<file path="src/rtl/instr_fetch_if.sv">
// instr_fetch_if: instruction-memory, redirect and decode-side signals of the fetch unit.
// master = fetch unit, slave = memory/decode environment.
interface instr_fetch_if;
    logic        imem_req;
    logic [31:0] imem_addr;
    logic        imem_ack;
    logic [31:0] imem_rdata;
    logic        redirect_valid;
    logic [31:0] redirect_pc;
    logic        out_valid;
    logic        out_ready;
    logic [31:0] out_instr;
    logic [31:0] out_pc;

    modport master (
        output imem_req, imem_addr, out_valid, out_instr, out_pc,
        input  imem_ack, imem_rdata, redirect_valid, redirect_pc, out_ready
    );
    modport slave (
        input  imem_req, imem_addr, out_valid, out_instr, out_pc,
        output imem_ack, imem_rdata, redirect_valid, redirect_pc, out_ready
    );
endinterface

</file>
<file path="src/rtl/instr_fetch.sv">
// instr_fetch: single-outstanding prefetcher feeding a small in-order queue, flushed on redirect.
// Define INSTR_FETCH_PERF_CNT_EN to add the perf_fetched/perf_flushed counters.
module instr_fetch #(
    parameter logic [31:0] RESET_PC    = 32'h0000_3000,
    parameter int          QUEUE_DEPTH = 2
) (
    input  logic          clk,
    input  logic          rst_n,
    instr_fetch_if.master bus
`ifdef INSTR_FETCH_PERF_CNT_EN
    ,
    output logic [31:0]   perf_fetched,
    output logic [31:0]   perf_flushed
`endif
);
    localparam int AW = $clog2(QUEUE_DEPTH);

    typedef enum logic [1:0] {IDLE, WAIT, WAIT_DISCARD} state_t;

    state_t        state, state_n;
    logic [31:0]   fpc, fpc_n, addr_q;
    logic [31:0]   pc_q    [QUEUE_DEPTH];
    logic [31:0]   instr_q [QUEUE_DEPTH];
    logic [AW-1:0] rd_ptr, wr_ptr;
    logic [AW:0]   cnt, cnt_n;
    logic          ack, push, pop, drop, issue;

    // acks seen while nothing is outstanding (e.g. right after reset) are ignored
    assign ack  = bus.imem_ack && state != IDLE;
    assign push = ack && state == WAIT && !bus.redirect_valid;
    assign drop = ack && !push;
    assign pop  = bus.out_valid && bus.out_ready;

    assign bus.imem_req  = state != IDLE;
    assign bus.imem_addr = addr_q;
    assign bus.out_valid = cnt != '0;
    assign bus.out_instr = instr_q[rd_ptr];
    assign bus.out_pc    = pc_q[rd_ptr];

    // a new request goes out whenever the slot is free and the queue will still have room for it
    always_comb begin
        cnt_n   = bus.redirect_valid ? '0 : cnt + (AW+1)'(push) - (AW+1)'(pop);
        fpc_n   = bus.redirect_valid ? bus.redirect_pc & ~32'd3 : push ? addr_q + 32'd4 : fpc;
        issue   = (state == IDLE || ack) && cnt_n < (AW+1)'(QUEUE_DEPTH);
        state_n = issue ? WAIT :
                  ack ? IDLE :
                  (state == WAIT && bus.redirect_valid) ? WAIT_DISCARD : state;
    end

    always_ff @(posedge clk or negedge rst_n) begin
        if (!rst_n)
            state <= IDLE;
        else
            state <= state_n;
    end

    always_ff @(posedge clk or negedge rst_n) begin
        if (!rst_n) begin
            fpc    <= RESET_PC;
            addr_q <= RESET_PC;
            cnt    <= '0;
            rd_ptr <= '0;
            wr_ptr <= '0;
            for (int i = 0; i < QUEUE_DEPTH; i++) begin
                pc_q[i]    <= '0;
                instr_q[i] <= '0;
            end
        end else begin
            fpc <= fpc_n;
            cnt <= cnt_n;
            if (issue)
                addr_q <= fpc_n;
            if (bus.redirect_valid) begin
                rd_ptr <= '0;
                wr_ptr <= '0;
            end else begin
                if (push) begin
                    pc_q[wr_ptr]    <= addr_q;
                    instr_q[wr_ptr] <= bus.imem_rdata;
                    wr_ptr          <= wr_ptr + AW'(1);
                end
                if (pop)
                    rd_ptr <= rd_ptr + AW'(1);
            end
        end
    end

`ifdef INSTR_FETCH_PERF_CNT_EN
    // flushed entries exclude the head accepted in the redirect cycle
    always_ff @(posedge clk or negedge rst_n) begin
        if (!rst_n) begin
            perf_fetched <= '0;
            perf_flushed <= '0;
        end else begin
            perf_fetched <= perf_fetched + 32'(push);
            perf_flushed <= perf_flushed + 32'(drop) +
                            (bus.redirect_valid ? 32'(cnt - (AW+1)'(pop)) : 32'd0);
        end
    end
`endif
endmodule

</file>
<file path="src/flat_wrapper.sv">
// flat-port wrapper written by rule: the top's interface ports become plain ports
module instr_fetch_flat 
#(
    parameter logic [31:0] RESET_PC    = 32'h0000_3000,
    parameter int          QUEUE_DEPTH = 2
)
  (clk, rst_n, bus_imem_req, bus_imem_addr, bus_out_valid, bus_out_instr, bus_out_pc, bus_imem_ack, bus_imem_rdata, bus_redirect_valid, bus_redirect_pc, bus_out_ready);
  instr_fetch_if bus_i ();
  input  logic clk;
  input  logic rst_n;
  output wire logic [$bits(bus_i.imem_req)-1:0] bus_imem_req;
  output wire logic [$bits(bus_i.imem_addr)-1:0] bus_imem_addr;
  output wire logic [$bits(bus_i.out_valid)-1:0] bus_out_valid;
  output wire logic [$bits(bus_i.out_instr)-1:0] bus_out_instr;
  output wire logic [$bits(bus_i.out_pc)-1:0] bus_out_pc;
  input wire logic [$bits(bus_i.imem_ack)-1:0] bus_imem_ack;
  input wire logic [$bits(bus_i.imem_rdata)-1:0] bus_imem_rdata;
  input wire logic [$bits(bus_i.redirect_valid)-1:0] bus_redirect_valid;
  input wire logic [$bits(bus_i.redirect_pc)-1:0] bus_redirect_pc;
  input wire logic [$bits(bus_i.out_ready)-1:0] bus_out_ready;
  assign bus_imem_req = bus_i.imem_req;
  assign bus_imem_addr = bus_i.imem_addr;
  assign bus_out_valid = bus_i.out_valid;
  assign bus_out_instr = bus_i.out_instr;
  assign bus_out_pc = bus_i.out_pc;
  assign bus_i.imem_ack = bus_imem_ack;
  assign bus_i.imem_rdata = bus_imem_rdata;
  assign bus_i.redirect_valid = bus_redirect_valid;
  assign bus_i.redirect_pc = bus_redirect_pc;
  assign bus_i.out_ready = bus_out_ready;
  instr_fetch #(.RESET_PC(RESET_PC), .QUEUE_DEPTH(QUEUE_DEPTH)) u_core (.clk(clk), .rst_n(rst_n), .bus(bus_i));
endmodule
</file>
<file path="config.mk">
export PLATFORM = sky130hd
export DESIGN_NAME = instr_fetch_flat
export DESIGN_NICKNAME = d
export VERILOG_FILES = /design/src/rtl/instr_fetch_if.sv /design/src/rtl/instr_fetch.sv /design/src/flat_wrapper.sv
export SDC_FILE = /design/constraint.sdc
export NUM_CORES = 1
export LEC_CHECK = 0
export BUFFER_PORTS_ARGS = -buffer_cell sky130_fd_sc_hd__buf_2
export CAP_MARGIN = 30
export CORE_MARGIN = 1.5
export CORE_UTILIZATION = 40
export CTS_BUF_LIST = sky130_fd_sc_hd__clkbuf_4 sky130_fd_sc_hd__clkbuf_8
export DETAILED_ROUTE_END_ITERATION = 6
export GPL_TIMING_DRIVEN = 1
export PLACE_DENSITY = 0.64
export SLEW_MARGIN = 0
export SYNTH_ARGS = -nofsm -noshare
export SYNTH_HDL_FRONTEND = slang
export SYNTH_SLANG_ARGS = --single-unit
</file>
<file path="constraint.sdc">
create_clock -name clk -period 3.45 [get_ports clk]
set_input_delay 0.1725 -clock clk [delete_from_list [all_inputs] [get_ports clk]]
set_output_delay 0.1725 -clock clk [all_outputs]
set_load 0.02 [all_outputs]
</file>
==> run_results.csv, run 1 <==
group,metric,value,unit
outcome,status,"finished, final reports clean",
place,hpwlAfterDp,13520,µm
clock_network,cts_tree,"yes",
critical_path,cp_slowest_cell,"dfrtp_1",
logic_synthesis,syn-mean-instance-area,12.05,µm²
logic_synthesis,synthTopCellsByArea,"dfrtp_1 53%, mux2_2 17%, mux2_1 6.2%",
detailed_routing,drt-initial-drc-count,262,
clock_network,clock_latency,470,ps
logic_synthesis,synth_compound_area_frac,0.08275,
floorplan,die_w,155.0,µm
power,p_leak,0.005302,µW
grt,grt_pass1_vias,6676,
place,dp_slack,775.5,ps
grt,overflow,0,
floorplan,num_rows,55,
final_layout,finalNetCount,1045,
logic_synthesis,synth_top_cell_by_area,"dfrtp_1",
logic_synthesis,muxShareOfSynthArea,0.2373,
logic_synthesis,seq_area_frac_synth,0.5368,
timing,fmax,372.1,MHz
floorplan,initial_utilization,0.4081,
timing,rsz0062_at_grt,"false",
grt,grt_use_met3,0.04039,
detailed_routing,routed_wirelength,21510,µm
timing,tightest_slew,985.5,ps
grt,met2_usage,0.2983,
logic_synthesis,synthTopCellsByCount,"194 x dfrtp_1, 141 x mux2_2, 61 x nand2_1",
clock_network,cts_buffer_depth,2,
logic_synthesis,synth_fa_ha_area_frac,0.004063,
timing,fin_skew,11.19,ps
final_layout,areaGrowthSynthToFinish,23.05,%
timing,hold_viol_final,0,
grt,met1_usage,0.2535,
logic_synthesis,netlist_area,9239,µm²
detailed_routing,routedWlPerCell,16.92,µm
detailed_routing,vias_per_cell,5.142,
grt,antenna_found_initial,1,
run,drv_cap,0,
clock_network,cts_max_level,4,
hold_path,hold_class,"primary input to flop",
timing,fin_crit_sh,0.7789,
logic_synthesis,synth_top_family_by_area,"multiplexers",
critical_path,cpPeakStageDelay,390,ps
detailed_routing,ant_nets,0,
clock_network,post_cts_resized,0,
place,gp_congestion,0.7451,
floorplan,ioPinCount,167,
clock_network,clk_pin_slew_worst_paths,100,ps
critical_path,required,3810,ps
clock_network,cts_buffers,17,
timing,fin_ws,762.8,ps
timing,final_max_slew_viol_count,0,
logic_synthesis,synth_xor_xnor_area_share,0.02424,
clock_network,root_buffer,"clkbuf_8",
timing,period_minus_slack,2687,ps
final_layout,final_cells,1271,
logic_synthesis,syn_nets,839,
logic_synthesis,yosysTopAreaCellShare,0.5255,
logic_synthesis,syn_inst,767,
critical_path,arrival,3040,ps
power,p_per_area,877.2,nW/µm²
place,dp.cells,1184,
logic_synthesis,synth-simple-area-share,0.08667,
timing,relSlewSlack,0.3430,
grt,grt_pass1_wl,34910,µm
logic_synthesis,synth_seq_cells,198,
critical_path,path_common_cell,"ha_1",
floorplan,core,22640,µm²
floorplan,die_h,155.0,µm
logic_synthesis,synth_ff_type,"dfrtp_1",
detailed_routing,drt_pass1_iterations,4,
detailed_routing,route.detailed.drc,0,
logic_synthesis,synth-edff-count,0,
timing,finalSetupViolCount,0,
place,io_buffers,164,
grt,track_usage,0.1843,
timing,setup_tns,0,ps
final_layout,layout-drive-gt1-share,0.3766,
logic_synthesis,ys_async_sr_fraction,1.000,
logic_synthesis,synth_cell_types,54,
grt,grt_max_degree,102,
critical_path,cp-end-kind,"flop",
floorplan,dieArea,24020,µm²
logic_synthesis,ys_warn_count,0,
clock_network,cts_num_sinks,198,
detailed_routing,vias,6535,
critical_path,cp_cell_sequence,"or2_2 -> and2_1 -> ha_1 -> inv_1 -> ha_1 -> xnor3_1 -> nor2_1 -> nor2_2 -> buf_12 -> mux2_2",
power,peakVddDrop,461.3,µV
logic_synthesis,synth_most_common_cell,"dfrtp_1",
critical_path,critical_path_class,"flop to flop",
grt,grt.busiest_layer,"met2",
critical_path,cp-start-kind,"flop",
critical_path,critPathMaxFanout,22,
final_layout,final_util,0.5021,
## critical path, delay by kind of cell (launching register included)
family	cells	cell delay, ps
muxes	1	350
and+or+nand+nor	4	880
adders and majority gates	2	460
xor gates and xnor gates	1	230
buffers and inverters	2	270
DFF	1	390
## path summary, 6_finish.rpt
| check | startpoint | endpoint | slack [ps] | depth (start not counted) |
|---|---|---|---|---|
| max in group asynchronous | rst_n | u_core.bus.imem_addr[12] | 2150 | 3 |
| setup reg to reg | u_core.cnt[1] | u_core.bus.imem_addr[8] | 760 | 10 |
| hold / removal | bus_redirect_pc[25] | u_core.fpc[25] | 50 | 4 |
| setup / recovery | u_core.cnt[1] | u_core.bus.imem_addr[8] | 760 | 10 |
| hold reg to reg | u_core.pc_q[23] | u_core.pc_q[23] | 490 | 2 |
| min in group asynchronous | rst_n | u_core.instr_q[13] | 320 | 2 |
## state kept, by name (all words and copies together) (netlist names)
name / count
u_core.instr_q: 64
u_core.pc_q: 64
u_core.bus.imem_addr: 32
u_core.fpc: 32
u_core.cnt: 2
u_core.state: 2
u_core.rd_ptr: 1
u_core.wr_ptr: 1
## layout by cell type (no fill, tap or decap), types with 5 or more instances in the layout
| cell type | count |
|---|---|
| dfrtp_1 | 193 |
| buf_2 | 163 |
| mux2_2 | 141 |
| nand2_1 | 60 |
| dlygate4sd3_1 | 55 |
| mux2_1 | 51 |
| nor2_1 | 43 |
| o21ai_0 | 28 |
| a21oi_1 | 21 |
| o21ai_1 | 19 |
| clkbuf_8 | 19 |
| buf_4 | 15 |
| inv_1 | 14 |
| xnor2_1 | 14 |
| nand3_1 | 11 |
| a21o_1 | 10 |
| xor2_1 | 9 |
| a31oi_1 | 9 |
| nor2b_1 | 7 |
| o31a_1 | 6 |
| o22ai_1 | 6 |
| and3_1 | 5 |
| nand4_1 | 5 |
| a22oi_1 | 5 |
## power breakdown
group          switching (µW)  internal [µW]  leakage [µW]
Sequential                853           3300       0.00244
Clock                     839            827      0.000224
Combinational            2200           1960       0.00264
## per-stage QoR
stage                     instance area (µm²)  total power [µW]  hold WS [ps]
final                                   11370              9972         51.88
after global routing                    11370             10650         47.65
after CTS                               11370             10080         17.84
after detailed placement                10380              8346         337.5
after global placement                  10380              8254         336.2
after floorplan                          9239              6988        -123.1
## per-layer routing
| layer | wire, µm | up-vias |
|---|---|---|
| met5 | 0 | - |
| met4 | 118 | 0 |
| met3 | 904 | 12 |
| met2 | 10140 | 137 |
| met1 | 10350 | 3250 |
| li1 | - | 3136 |
## kinds of logic after synthesis
family	Yosys count
flops	198
buf+inv	63
fa+ha+maj	3
simple gates	160
mux	195
compound gates	124
xor+xnor	24
## cell type report
cell class                 instances  area (µm²)
timing repair buffer             235        1513
clock buffer                      20       262.8
tap                              285       356.6
fill                            2015       11270
sequential                       198        4964
multi-input combinational        506        4040
inverter                          15       56.30
antenna                            1       2.502
clock inverter                    11       173.9
## repair_timing
action | in CTS | in global routing
hold buffers | 55 | 0
setup buffers | 0 | 0
hold endpoints to repair | 186 | 0
No activity file was read; power rests on OpenSTA's default activity.
==> inputs of run 2 (changes only) <==
- ABC_AREA: default -> 1
- clock period: 3.45 -> 2.6 ns (I/O delays scaled with it)
==> run_results.csv, run 2 <==
group,metric,value,unit
place,io_buffers,164,
grt,track_usage,0.2017,
place,dp.cells,1585,
logic_synthesis,synth_cell_types,38,
final_layout,layout-drive-gt1-share,0.1855,
timing,rsz0062_at_grt,"false",
power,clkPwrFrac,0.178,
place,hpwlAfterDp,16020,µm
clock_network,cts_buffers,17,
place,dp_slack,348.1,ps
clock_network,cts_buffer_depth,2,
power,finalPower,12870,µW
power,pwr-share-comb,0.421,
critical_path,crit_buf_inv,4,
timing,fmax,438.5,MHz
floorplan,num_rows,55,
detailed_routing,drt-initial-drc-count,540,
critical_path,cp-start-kind,"flop",
clock_network,cts_setup_buffers,0,
floorplan,core,22710,µm²
logic_synthesis,syn-mean-instance-area,7.895,µm²
floorplan,die_w,155.4,µm
floorplan,ioPinCount,167,
grt,antenna_found_initial,0,
timing,tightest_slew,747.0,ps
detailed_routing,vias_per_cell,4.758,
critical_path,cp_top_family,"simple AND/OR/NAND/NOR gates",
logic_synthesis,syn_nets,1249,
timing,final_max_slew_viol_count,0,
critical_path,required,2980,ps
clock_network,root_buffer,"clkbuf_8",
clock_network,cts_num_sinks,198,
logic_synthesis,synthTopCellsByArea,"dfrtp_1 52%, nand2_1 21%, o21ai_1 7.2%",
logic_synthesis,synth_most_common_cell,"nand2_1",
critical_path,timing.critical_path.from,"u_core.cnt[1]",
place,gp_congestion,0.8453,
outcome,status,"finished, final reports clean",
critical_path,critPathMaxFanout,44,
detailed_routing,drt_pass1_iterations,5,
logic_synthesis,synth_top_cell_by_area,"dfrtp_1",
logic_synthesis,ys_async_sr_fraction,1.000,
power,peakVddDrop,549.6,µV
timing,setup_tns,0,ps
critical_path,cp_slowest_cell,"dfrtp_1",
critical_path,path_common_cell,"nand2_1",
clock_network,cts_tree,"yes",
hold_path,min_from,"bus_redirect_valid",
critical_path,cp-end-kind,"flop",
final_layout,fill_cells,2201,
run,drv_cap,0,
final_layout,reg_top3,"u_core.instr_q: 64 flops, u_core.pc_q: 64 flops",
detailed_routing,routedWlPerCell,13.94,µm
timing,fin_ws,319.7,ps
final_layout,diodes,0,
logic_synthesis,ys_warn_count,0,
detailed_routing,ant_nets,0,
final_layout,layout_commonest_cell,"nand2_1",
timing,fin_skew,17.89,ps
critical_path,cpPeakStageDelay,410,ps
grt,overflow,0,
logic_synthesis,synthTopCellsByCount,"532 x nand2_1, 194 x dfrtp_1, 133 x o21ai_1",
grt,grt_pass1_vias,7626,
logic_synthesis,syn_inst,1177,
critical_path,arrival,2660,ps
logic_synthesis,synth_ff_type,"dfrtp_1",
final_layout,final_cell_area,11530,µm²
final_layout,areaGrowthSynthToFinish,24.07,%
grt,grt_pass1_wl,38570,µm
power,p_leak,0.006132,µW
final_layout,finalNetCount,1456,
final_layout,layout_common_cells,"530 x nand2_1, 193 x dfrtp_1, 163 x buf_2",
detailed_routing,route.detailed.drc,0,
logic_synthesis,synth_seq_cells,198,
logic_synthesis,netlist_area,9293,µm²
place,place_area,10410,µm²
power,switchingPower,5526,µW
timing,finalSetupViolCount,0,
power,p_per_area,1116,nW/µm²
floorplan,initial_utilization,0.4092,
clock_network,clock_latency,460,ps
detailed_routing,vias,7999,
critical_path,critical_path_class,"flop to flop",
clock_network,cts_max_level,4,
power,p_int,7340,µW
logic_synthesis,seq_area_frac_synth,0.5337,
final_layout,final_cells,1681,
timing,relSlewSlack,0.5020,
detailed_routing,routed_wirelength,23440,µm
power,switching_share,0.4295,
timing,fin_crit_sh,0.8770,
clock_network,clk_pin_slew_worst_paths,100,ps
logic_synthesis,yosysTopAreaCellShare,0.5224,
hold_path,hold_class,"primary input to flop",
timing,hold_viol_final,0,
critical_path,cp_cell_sequence,"or2_2 -> nand2_1 -> inv_1 -> ha_1 -> inv_1 -> ha_1 -> or2_1 -> nand3_1 -> nand2_1 -> inv_2 -> buf_12 -> nand2_1 -> o21ai_1",
timing,period_minus_slack,2280,ps
critical_path,rr_startpoint,"u_core.cnt[1]",
floorplan,dieArea,24160,µm²
grt,grt_max_degree,65,
power,power_frac_seq,0.402,
logic_synthesis,synth-edff-count,0,
floorplan,die_h,155.4,µm
run 2: power groups by stage:
stage / registers (µW) / clock network, µW / logic [µW]
floorplan: 5270 / 0 / 3450
global placement: 5160 / 0 / 5320
detailed placement: 5210 / 0 / 5400
CTS: 5160 / 2360 / 5480
global route: 5330 / 2490 / 6110
finish: 5170 / 2290 / 5410
run 2: path summary, 6_finish.rpt:
| kind | end | slack, ps | cells after the start |
|---|---|---|---|
| min in group asynchronous | u_core.fpc[23] | 150 | 2 |
| min | u_core.cnt[1] | 30 | 4 |
| min reg2reg | u_core.pc_q[39] | 490 | 2 |
| max | u_core.bus.imem_addr[7] | 320 | 13 |
| max reg2reg | u_core.bus.imem_addr[7] | 320 | 13 |
| max in group asynchronous | u_core.fpc[12] | 1710 | 3 |
run 2: logic make-up after synthesis:
group | Yosys count | synth area share
fa+ha+maj | 3 | 0.004040
flops | 198 | 0.5337
buf+inv | 154 | 0.07055
xor+xnor | 6 | 0.005655
simple gates | 638 | 0.2845
compound gates | 178 | 0.1015
run 2: layout make-up:
| class | count | area [µm²] | share of cell area |
|---|---|---|---|
| Sequential cell | 198 | 4961 | 0.4303 |
| Multi-Input combinational cell | 825 | 3692 | 0.3202 |
| Timing Repair Buffer | 245 | 1688 | 0.1464 |
| Inverter | 97 | 366.6 | 0.03180 |
| Tap cell | 285 | 356.6 | 0.03093 |
| Clock buffer | 20 | 269.0 | 0.02333 |
| Clock inverter | 11 | 196.4 | 0.01704 |
run 2: timing repair:
item,in CTS,in global routing
hold buffers,65,0
endpoints found under the hold margin,149,0
resized for setup,0,0
run 2: worst reg2reg max path, cell delays in order (launching register included):
cell and delay, ps:
dfrtp_1 410, or2_2 310, nand2_1 100, inv_1 50
ha_1 260, inv_1 40, ha_1 190, or2_1 220
nand3_1 80, nand2_1 80, inv_2 80, buf_12 210
nand2_1 80, o21ai_1 80
run 2: per-stage QoR:
step           utilization  hold WS (ps)
5_1_grt             0.5077         27.96
2_1_floorplan            -        -165.6
3_5_place_dp        0.4586         112.5
6_report            0.5077         33.82
4_1_cts             0.5077         3.084
3_3_place_gp        0.4586         109.0
run 2: per-layer routing:
| metal | part of all wire | vias to the layer above | wire (µm) | GRT usage |
|---|---|---|---|---|
| li1 | - | 4096 | - | - |
| met2 | 0.45 | 182 | 10620 | 0.3259 |
| met1 | 0.48 | 3694 | 11370 | 0.2751 |
| met4 | 0.019 | 0 | 442 | 0.06621 |
| met3 | 0.043 | 27 | 1013 | 0.03593 |
| met5 | 0 | - | 0 | 0 |
